--- config.mk ---
export PLATFORM = sky130hd
export DESIGN_NAME = reservation_station_mcdb
export DESIGN_NICKNAME = d
export VERILOG_FILES = /design/src/rtl/reservation_station_mcdb.sv
export SDC_FILE = /design/constraint.sdc
export NUM_CORES = 2
export LEC_CHECK = 0
export ABC_AREA = 1
export CAP_MARGIN = 15
export CORE_MARGIN = 5
export CORE_UTILIZATION = 56
export CTS_CLUSTER_SIZE = 10
export DETAILED_ROUTE_END_ITERATION = 8
export HOLD_SLACK_MARGIN = 0.02
export PLACE_DENSITY = 0.78
export SYNTH_ARGS = -nofsm -noshare
export SYNTH_HDL_FRONTEND = slang
export SYNTH_SLANG_ARGS = --single-unit
--- constraint.sdc ---
create_clock -name clk -period 14.04 [get_ports clk]
set_clock_uncertainty 0.2 [all_clocks]
set_input_delay 2.808 -clock clk [delete_from_list [all_inputs] [get_ports clk]]
set_output_delay 2.808 -clock clk [all_outputs]
set_load 0.1 [all_outputs]
--- src/rtl/reservation_station_mcdb.sv ---
// Reservation station that wakes entries from several CDB ports and selects the oldest ready entry with an age matrix.
// The selected entry goes to one functional unit through a registered output stage that can be stalled.
package reservation_station_mcdb_pkg;

  typedef enum logic [6:0] {
    OPCODE_LOAD   = 7'h03,
    OPCODE_OPIMM  = 7'h13,
    OPCODE_AUIPC  = 7'h17,
    OPCODE_STORE  = 7'h23,
    OPCODE_OP     = 7'h33,
    OPCODE_LUI    = 7'h37,
    OPCODE_BRANCH = 7'h63,
    OPCODE_JALR   = 7'h67,
    OPCODE_JAL    = 7'h6f,
    OPCODE_SYSTEM = 7'h73
  } opcode_t;

endpackage

module reservation_station_mcdb
  import reservation_station_mcdb_pkg::*;
#(
  parameter int DATA_WIDTH = 32,
  parameter int ADDR_WIDTH = 32,
  parameter int TAG_WIDTH  = 6,
  parameter int RS_DEPTH   = 8,
  parameter int CDB_DEPTH  = 2
) (
  input  logic                            clk,
  input  logic                            n_rst,
  input  logic                            i_flush,
  input  logic                            i_rs_en,
  input  opcode_t                         i_rs_opcode,
  input  logic [ADDR_WIDTH-1:0]           i_rs_iaddr,
  input  logic [DATA_WIDTH-1:0]           i_rs_insn,
  input  logic [1:0]                      i_rs_src_rdy,
  input  logic [2*DATA_WIDTH-1:0]         i_rs_src_data,
  input  logic [2*TAG_WIDTH-1:0]          i_rs_src_tag,
  input  logic [TAG_WIDTH-1:0]            i_rs_dst_tag,
  output logic                            o_rs_stall,
  input  logic [CDB_DEPTH-1:0]            i_cdb_en,
  input  logic [CDB_DEPTH*DATA_WIDTH-1:0] i_cdb_data,
  input  logic [CDB_DEPTH*TAG_WIDTH-1:0]  i_cdb_tag,
  input  logic                            i_fu_stall,
  output logic                            o_fu_valid,
  output opcode_t                         o_fu_opcode,
  output logic [ADDR_WIDTH-1:0]           o_fu_iaddr,
  output logic [DATA_WIDTH-1:0]           o_fu_insn,
  output logic [DATA_WIDTH-1:0]           o_fu_src_a,
  output logic [DATA_WIDTH-1:0]           o_fu_src_b,
  output logic [TAG_WIDTH-1:0]            o_fu_tag
);

  localparam logic [DATA_WIDTH-1:0] NOP_INSN = DATA_WIDTH'(32'h0000_0013);

  typedef struct packed {
    logic                  rdy;
    logic [TAG_WIDTH-1:0]  tag;
    logic [DATA_WIDTH-1:0] data;
  } src_t;

  typedef struct packed {
    opcode_t               opcode;
    logic [ADDR_WIDTH-1:0] iaddr;
    logic [DATA_WIDTH-1:0] insn;
    logic [TAG_WIDTH-1:0]  dst_tag;
    src_t [1:0]            src;
  } slot_t;

  typedef struct packed {
    opcode_t               opcode;
    logic [ADDR_WIDTH-1:0] iaddr;
    logic [DATA_WIDTH-1:0] insn;
    logic [DATA_WIDTH-1:0] src_a;
    logic [DATA_WIDTH-1:0] src_b;
    logic [TAG_WIDTH-1:0]  tag;
  } fu_t;

  typedef struct packed {
    logic                  hit;
    logic [DATA_WIDTH-1:0] data;
  } cdb_hit_t;

  localparam fu_t FU_NOP = '{
    opcode: OPCODE_OPIMM,
    iaddr:  '0,
    insn:   NOP_INSN,
    src_a:  '0,
    src_b:  '0,
    tag:    '0
  };

  // Lowest-index port wins when several ports carry the same tag.
  function automatic cdb_hit_t cdb_match(input logic [TAG_WIDTH-1:0] tag);
    cdb_hit_t r;
    r = '0;
    for (int p = CDB_DEPTH - 1; p >= 0; p--) begin
      if (i_cdb_en[p] && (i_cdb_tag[p*TAG_WIDTH +: TAG_WIDTH] == tag)) begin
        r.hit  = 1'b1;
        r.data = i_cdb_data[p*DATA_WIDTH +: DATA_WIDTH];
      end
    end
    return r;
  endfunction

  logic [RS_DEPTH-1:0] empty;
  logic [RS_DEPTH-1:0] older [RS_DEPTH];
  slot_t               slots [RS_DEPTH];
  fu_t                 fu_q;

  logic [RS_DEPTH-1:0] ready;
  logic [RS_DEPTH-1:0] sel;
  logic [RS_DEPTH-1:0] issuing;
  logic [RS_DEPTH-1:0] target;
  logic                dispatch;
  logic                advance;
  logic                any_ready;
  logic                dup_cdb;
  cdb_hit_t            wake [RS_DEPTH][2];
  cdb_hit_t            byp [2];
  slot_t               disp_slot;
  slot_t               issue_slot;

  assign o_rs_stall = ~|empty;
  assign dispatch   = i_rs_en & ~o_rs_stall & ~i_flush;
  assign advance    = ~o_fu_valid | ~i_fu_stall;
  assign any_ready  = |ready;
  assign issuing    = advance ? sel : '0;
  // Isolates the lowest set bit of empty.
  assign target     = empty & (~empty + RS_DEPTH'(1));

  // NOTE: every signal written in an always_comb gets a default first, so no latch is inferred.
  always_comb begin
    for (int i = 0; i < RS_DEPTH; i++) begin
      ready[i] = ~empty[i] & slots[i].src[0].rdy & slots[i].src[1].rdy;
    end
  end

  always_comb begin
    sel        = '0;
    issue_slot = '0;
    for (int i = 0; i < RS_DEPTH; i++) begin
      sel[i] = ready[i] & ~|(older[i] & ready);
      if (sel[i]) begin
        issue_slot = slots[i];
      end
    end
  end

  always_comb begin
    for (int i = 0; i < RS_DEPTH; i++) begin
      for (int s = 0; s < 2; s++) begin
        wake[i][s] = cdb_match(slots[i].src[s].tag);
      end
    end
  end

  always_comb begin
    disp_slot.opcode  = i_rs_opcode;
    disp_slot.iaddr   = i_rs_iaddr;
    disp_slot.insn    = i_rs_insn;
    disp_slot.dst_tag = i_rs_dst_tag;
    for (int s = 0; s < 2; s++) begin
      byp[s]                = cdb_match(i_rs_src_tag[s*TAG_WIDTH +: TAG_WIDTH]);
      disp_slot.src[s].tag  = i_rs_src_tag[s*TAG_WIDTH +: TAG_WIDTH];
      disp_slot.src[s].rdy  = i_rs_src_rdy[s] | byp[s].hit;
      disp_slot.src[s].data = i_rs_src_rdy[s] ? i_rs_src_data[s*DATA_WIDTH +: DATA_WIDTH]
                                              : byp[s].data;
    end
  end

  always_comb begin
    dup_cdb = 1'b0;
    for (int p = 0; p < CDB_DEPTH; p++) begin
      for (int q = p + 1; q < CDB_DEPTH; q++) begin
        if (i_cdb_en[p] && i_cdb_en[q] &&
            (i_cdb_tag[p*TAG_WIDTH +: TAG_WIDTH] == i_cdb_tag[q*TAG_WIDTH +: TAG_WIDTH])) begin
          dup_cdb = 1'b1;
        end
      end
    end
  end

  // NOTE: slot payload is not reset; empty[] qualifies every use of it.
  always_ff @(posedge clk) begin
    for (int i = 0; i < RS_DEPTH; i++) begin
      if (dispatch && target[i]) begin
        slots[i] <= disp_slot;
      end else if (!empty[i]) begin
        for (int s = 0; s < 2; s++) begin
          if (!slots[i].src[s].rdy && wake[i][s].hit) begin
            slots[i].src[s].rdy  <= 1'b1;
            slots[i].src[s].data <= wake[i][s].data;
          end
        end
      end
    end
  end

  // NOTE: sequential state is updated only with non-blocking assignments.
  always_ff @(posedge clk or negedge n_rst) begin
    if (!n_rst) begin
      empty      <= '1;
      o_fu_valid <= 1'b0;
      fu_q       <= FU_NOP;
      for (int i = 0; i < RS_DEPTH; i++) begin
        older[i] <= '0;
      end
    end else if (i_flush) begin
      empty      <= '1;
      o_fu_valid <= 1'b0;
      fu_q       <= FU_NOP;
    end else begin
      empty <= (empty | issuing) & ~(dispatch ? target : '0);
      // The new slot is younger than every survivor; its column is cleared everywhere.
      if (dispatch) begin
        for (int i = 0; i < RS_DEPTH; i++) begin
          older[i] <= target[i] ? (~empty & ~issuing) : (older[i] & ~target);
        end
      end
      if (advance) begin
        o_fu_valid <= any_ready;
        if (any_ready) begin
          fu_q.opcode <= issue_slot.opcode;
          fu_q.iaddr  <= issue_slot.iaddr;
          fu_q.insn   <= issue_slot.insn;
          fu_q.src_a  <= issue_slot.src[0].data;
          fu_q.src_b  <= issue_slot.src[1].data;
          fu_q.tag    <= issue_slot.dst_tag;
        end else begin
          fu_q <= FU_NOP;
        end
      end
    end
  end

  assign o_fu_opcode = fu_q.opcode;
  assign o_fu_iaddr  = fu_q.iaddr;
  assign o_fu_insn   = fu_q.insn;
  assign o_fu_src_a  = fu_q.src_a;
  assign o_fu_src_b  = fu_q.src_b;
  assign o_fu_tag    = fu_q.tag;

  a_unique_cdb_tag: assert property (@(posedge clk) disable iff (!n_rst) !dup_cdb);
  a_onehot_select:  assert property (@(posedge clk) disable iff (!n_rst) $onehot0(sel));

endmodule
**Word level (Yosys, flattened, before mapping)**

Memory sizes are Yosys's and may differ from the RTL's.
Index checks and enable logic that the tools add are counted.

- Bits in registers: 214
- Bits in writable memories: 1,240
- Output and inout bits: 143
- Memories: 1

- $add $sub $neg: 1
- Eq/ne operators: 36
- Multiplexer cells: 174
- Bitwise gates (word level): 96
- Reduce and logical (&&, ||, !) cells: 97

Memories:

| memory | words | bits a word | rd ports | clocked after Yosys merged registers in | write ports | RTL line | RTL |
|---|---|---|---|---|---|---|---|
| slots | 8 | 155 | 8 | 0 | 8 | 108 | `slot_t slots [RS_DEPTH];` |

Operators with widths:

| operator | number |
|---|---|
| 2-to-1 mux 155 bit | 8 |
| 2-to-1 mux 33 bit | 36 |
| 2-to-1 mux 32 bit | 18 |
| 2-to-1 mux 141 bit | 3 |
| equality test 6 bit | 36 |
| bitwise AND 8 bit | 19 |
| 2-to-1 mux 1 bit | 98 |
| 2-to-1 mux 8 bit | 11 |
| OR reduction 8 bit | 10 |
| logical AND 1 bit | 60 |
| bitwise OR 1 bit | 35 |
| NOT 8 bit | 4 |
| bitwise AND 1 bit | 26 |
| logical NOT 1 bit | 25 |
| NOT 1 bit | 11 |
| adder 8 x 1 -> 8 bit, second input constant | 1 |
| bitwise OR 8 bit | 1 |
| AND reduction 2 bit | 1 |
| nonzero test 2 bit | 1 |

**Longest topological paths before layout**

- Depth after elaboration: 18
- Depth in mapped cells: 19
- Gate-level depth less buffers: 17

**Worst setup path before layout**

OpenSTA, ideal clock, no wires.

- Path type: input -> register
- Start: in i_flush
- End: mem slots[1][497] (netlist bit), enable pin
- Setup time: 0.762 ns
- Data arrival time: 11.619 ns
- Data required time: 13.078 ns
- Path slack: 1.458 ns
- Stages on the path: 3
- Path through: clkinv_1 > nand2_1 > nor4_1

RTL lines:

| item | RTL line | RTL |
|---|---|---|
| from (decl) | 31 | `input logic i_flush,` |
| to (decl) | 108 |  |

==> results.md <==
- GPL Wtd Cong: 0.988
- Fmax: 0.137 GHz
- Post-route clock period utilization: 0.519
- Antenna violations before repair: 15
- Core ar.: 0.135 mm2
- Failing checks: DRC
- Post-synth top area share: 0.487
- Final Hold Fails: 0
- Synth Warn #: 0
- NetSw: 2310 uW
- Vias: 67900
- Worst-Margin Slew: 1.30 ns
- Postcts setup bufs: 0
- # resized after CTS: 0
- Critical path capture point type: flip-flop
- Placed cell areas: 0.0807 mm2
- Clk pin slew, worst setup/hold paths: 0.05 ns
- WS Path Type: in2reg
- Reg-to-reg critical path startpoint: slots[0][542]
- Chip width: 379 um
- Most frequent CP cell: buf_4
- Number of H-tree levels: 4
- Clock buffer count from CTS: 167
- Clock sink total: 1454
- # IOs: 381
- R2r worst-path depth: 17
- Worst reg2reg path endpoint: o_fu_tag[4]
- Clk buf depth: 3
- Power per Cell Area: 111 mW/mm2
- Synthesized area: 0.0763 mm2
- # DRC: 8
- Die area: 0.144 mm2
- R2R setup slack: 8.81 ns
- Cell-internal power: 7220 uW
- Post-route cell area: 0.0858 mm2
- Sequential share of the synthesized area: 0.558
- First-pass GRT wire length: 400000 um
- Final-report max-slew violation count: 0
- Post-synth top area cell: edfxtp_1
- Post-route ant nets: 0
- Syn nets: 9177
- Mapped Cells: 8939
- Pre-CTS setup slack: 6.03 ns
- Switch share: 0.242
- Slowest stage cell on the critical path: clkdlybuf4s50_1
- Nets: 9198
- Most frequent cells in the layout: nand2_1 (2665), edfxtp_1 (1238), inv_1 (941)
- Worst rel slew slack: 0.134
- Cell Rows: 135
- Critical Path Source Type: primary input
- CP max stage delay: 0.83 ns
- DP Cell Count: 10600
- Final setup margin: 6.75 ns
- Vias in the first global route: 64200
- TritonCTS clock tree: yes
- Hold Path Stages: 2
- CP cell instances: clkdlybuf4s50_1 > inv_2 > or2_2 > nand3b_1 > nor4b_4 > buf_4 > nor2_1 > nor3_4 > buf_4 > inv_1 > nand2_1 > buf_4
- Status: finished with violations
- Gate power share: 0.069
- DRT Wirelength: 275000 um
- # Max-Cap Violations: 0
- Die Y: 379 um
- Max FO, Critical Path: 65
- Initial Util: 0.563
- Routed vias/inst: 6.24
- Crit path required time: 14.29 ns
- Root Driver: clkbuf_16
- # hold bufs at CTS: 0
- RSZ-0062 raised after global routing: false
- Final min period: 7.29 ns
- Most common cell after layout, fill and taps aside: nand2_1
- Final setup violation count: 0
- DRT Pass-1 Iters: 9
- Dpl hpwl: 165000 um
- Port Buffers: 380
- Hold crit path type: reg2reg
- Synth Area per Inst: 8.54 um2
- Gr ovfl total: 0
- Setup TNS: 0 ns
- Finished Layout Cells: 10900
- Area growth, synth to finish: 12.5%
- Share of post-route cells with drive strength above 1: 0.0590
- Largest net degree at the start of global routing: 137
- Arr. time, crit path: 7.54 ns
- Leakage power total: 0.0352 uW
- Top area cells in the synthesized netlist: edfxtp_1 (49%), nand2_1 (13%), dfrtp_1 (6.6%)
- Wire per inst: 25.3 um
- Clock share of power: 0.431
- Post-synth cell types: 55
- Reg power frac: 0.501
- GRT Total Usage: 0.374
- Clk_lat worst skew: 0.84 ns
- Initial drt markers: 11500
- Synth Register Bits: 1454
- Maximum vdd drop: 0.0000951 V
-- through the flow --
step	hold slack, ns	total power [uW]	util
after floorplan	0.237	5170	-
after global placement	0.251	5460	0.595
after detailed placement	0.257	5470	0.596
after CTS	0.272	9490	0.633
after global routing	0.293	9740	0.633
final	0.272	9530	0.634
-- synthesized netlist by cell type, drive strengths merged --
master / n
a221oi: 13
o22ai: 148
xnor2: 11
clkbuf: 378
dfstp: 14
nor3b: 4
o211ai: 269
mux2i: 2
a21oi: 82
o21ai: 1104
and3: 2
nor4: 20
o221ai: 1
and2: 5
clkinv: 21
dfxtp: 2
nor4b: 2
o2111ai: 4
a31oi: 13
xor2: 40
nor2: 421
edfxtp: 1238
nand2: 2680
a211oi: 41
a2111oi: 1
nand4: 32
dfrtp: 200
inv: 978
nand3: 740
nor3: 44
nand3b: 7
or2: 145
buf: 275
a21boi: 2
-- cells by family (layout without fill, tap and decap cells) --
group	Yosys count	after routing	share of synthesized area
compound gates	1678	1678	0.124
xor+xnor	51	51	0.00585
buf+inv	1652	1804	0.0866
simple gates	4102	4102	0.225
other cells	0	8	0
flops	1454	1454	0.558
mux	2	2	0.000262
-- layer usage --
| metal | global-route usage | vias to the layer above | wire, um |
|---|---|---|---|
| met5 | 0.00480 | - | 125 |
| met4 | 0.158 | 12 | 13400 |
| met2 | 0.569 | 5293 | 120000 |
| met3 | 0.144 | 1042 | 43600 |
| li1 | - | 29900 | - |
| met1 | 0.479 | 31700 | 97900 |
-- critical path, delay by kind of cell --
kind                   cells  cell delay, ns
and+or+nand+nor            6            1.16
buffers and inverters      6            3.48
-- worst max-delay path by stage --
| stage | startpoint | end | slack, ns | depth (start not counted) |
|---|---|---|---|---|
| 3_5_place_dp | i_cdb_tag[5] | slots[1][330] | 6.03 | 12 |
| 3_3_place_gp | i_cdb_tag[5] | slots[1][327] | 6.09 | 12 |
| 5_1_grt | i_cdb_tag[5] | slots[1][323] | 6.65 | 12 |
| 2_1_floorplan | i_flush | slots[1][497] | 1.46 | 3 |
| 6_report | i_cdb_tag[5] | slots[1][340] | 6.75 | 12 |
| 4_1_cts | i_cdb_tag[5] | slots[1][323] | 6.89 | 12 |
-- power by group through the flow --
stage | clock (uW) | combinational [uW] | sequential [uW]
after floorplan | 0 | 297 | 4870
after global routing | 4280 | 685 | 4770
final | 4100 | 653 | 4770
after CTS | 4100 | 619 | 4770
after global placement | 0 | 605 | 4860
after detailed placement | 0 | 617 | 4860
-- sequential cells by signal (all words and copies together), names as in the netlist, named ones only --
signal and flops:
empty 8, slots 1240, o_fu_iaddr 32, o_fu_opcode 7, o_fu_tag 6, o_fu_src_b 32
o_fu_insn 32, o_fu_src_a 32, o_fu_valid 1, older 57
-- final cells by class --
type	count	area [um2]
antenna	8	20.0
tap	1781	2230
inverter	999	3760
fill	11000	49600
sequential	1454	42600
clock buffer	280	4710
timing repair buffer	505	4840
clock inverter	20	319
multi-input combinational	5833	27400
Note: power is estimated with default switching activity, not from simulation.
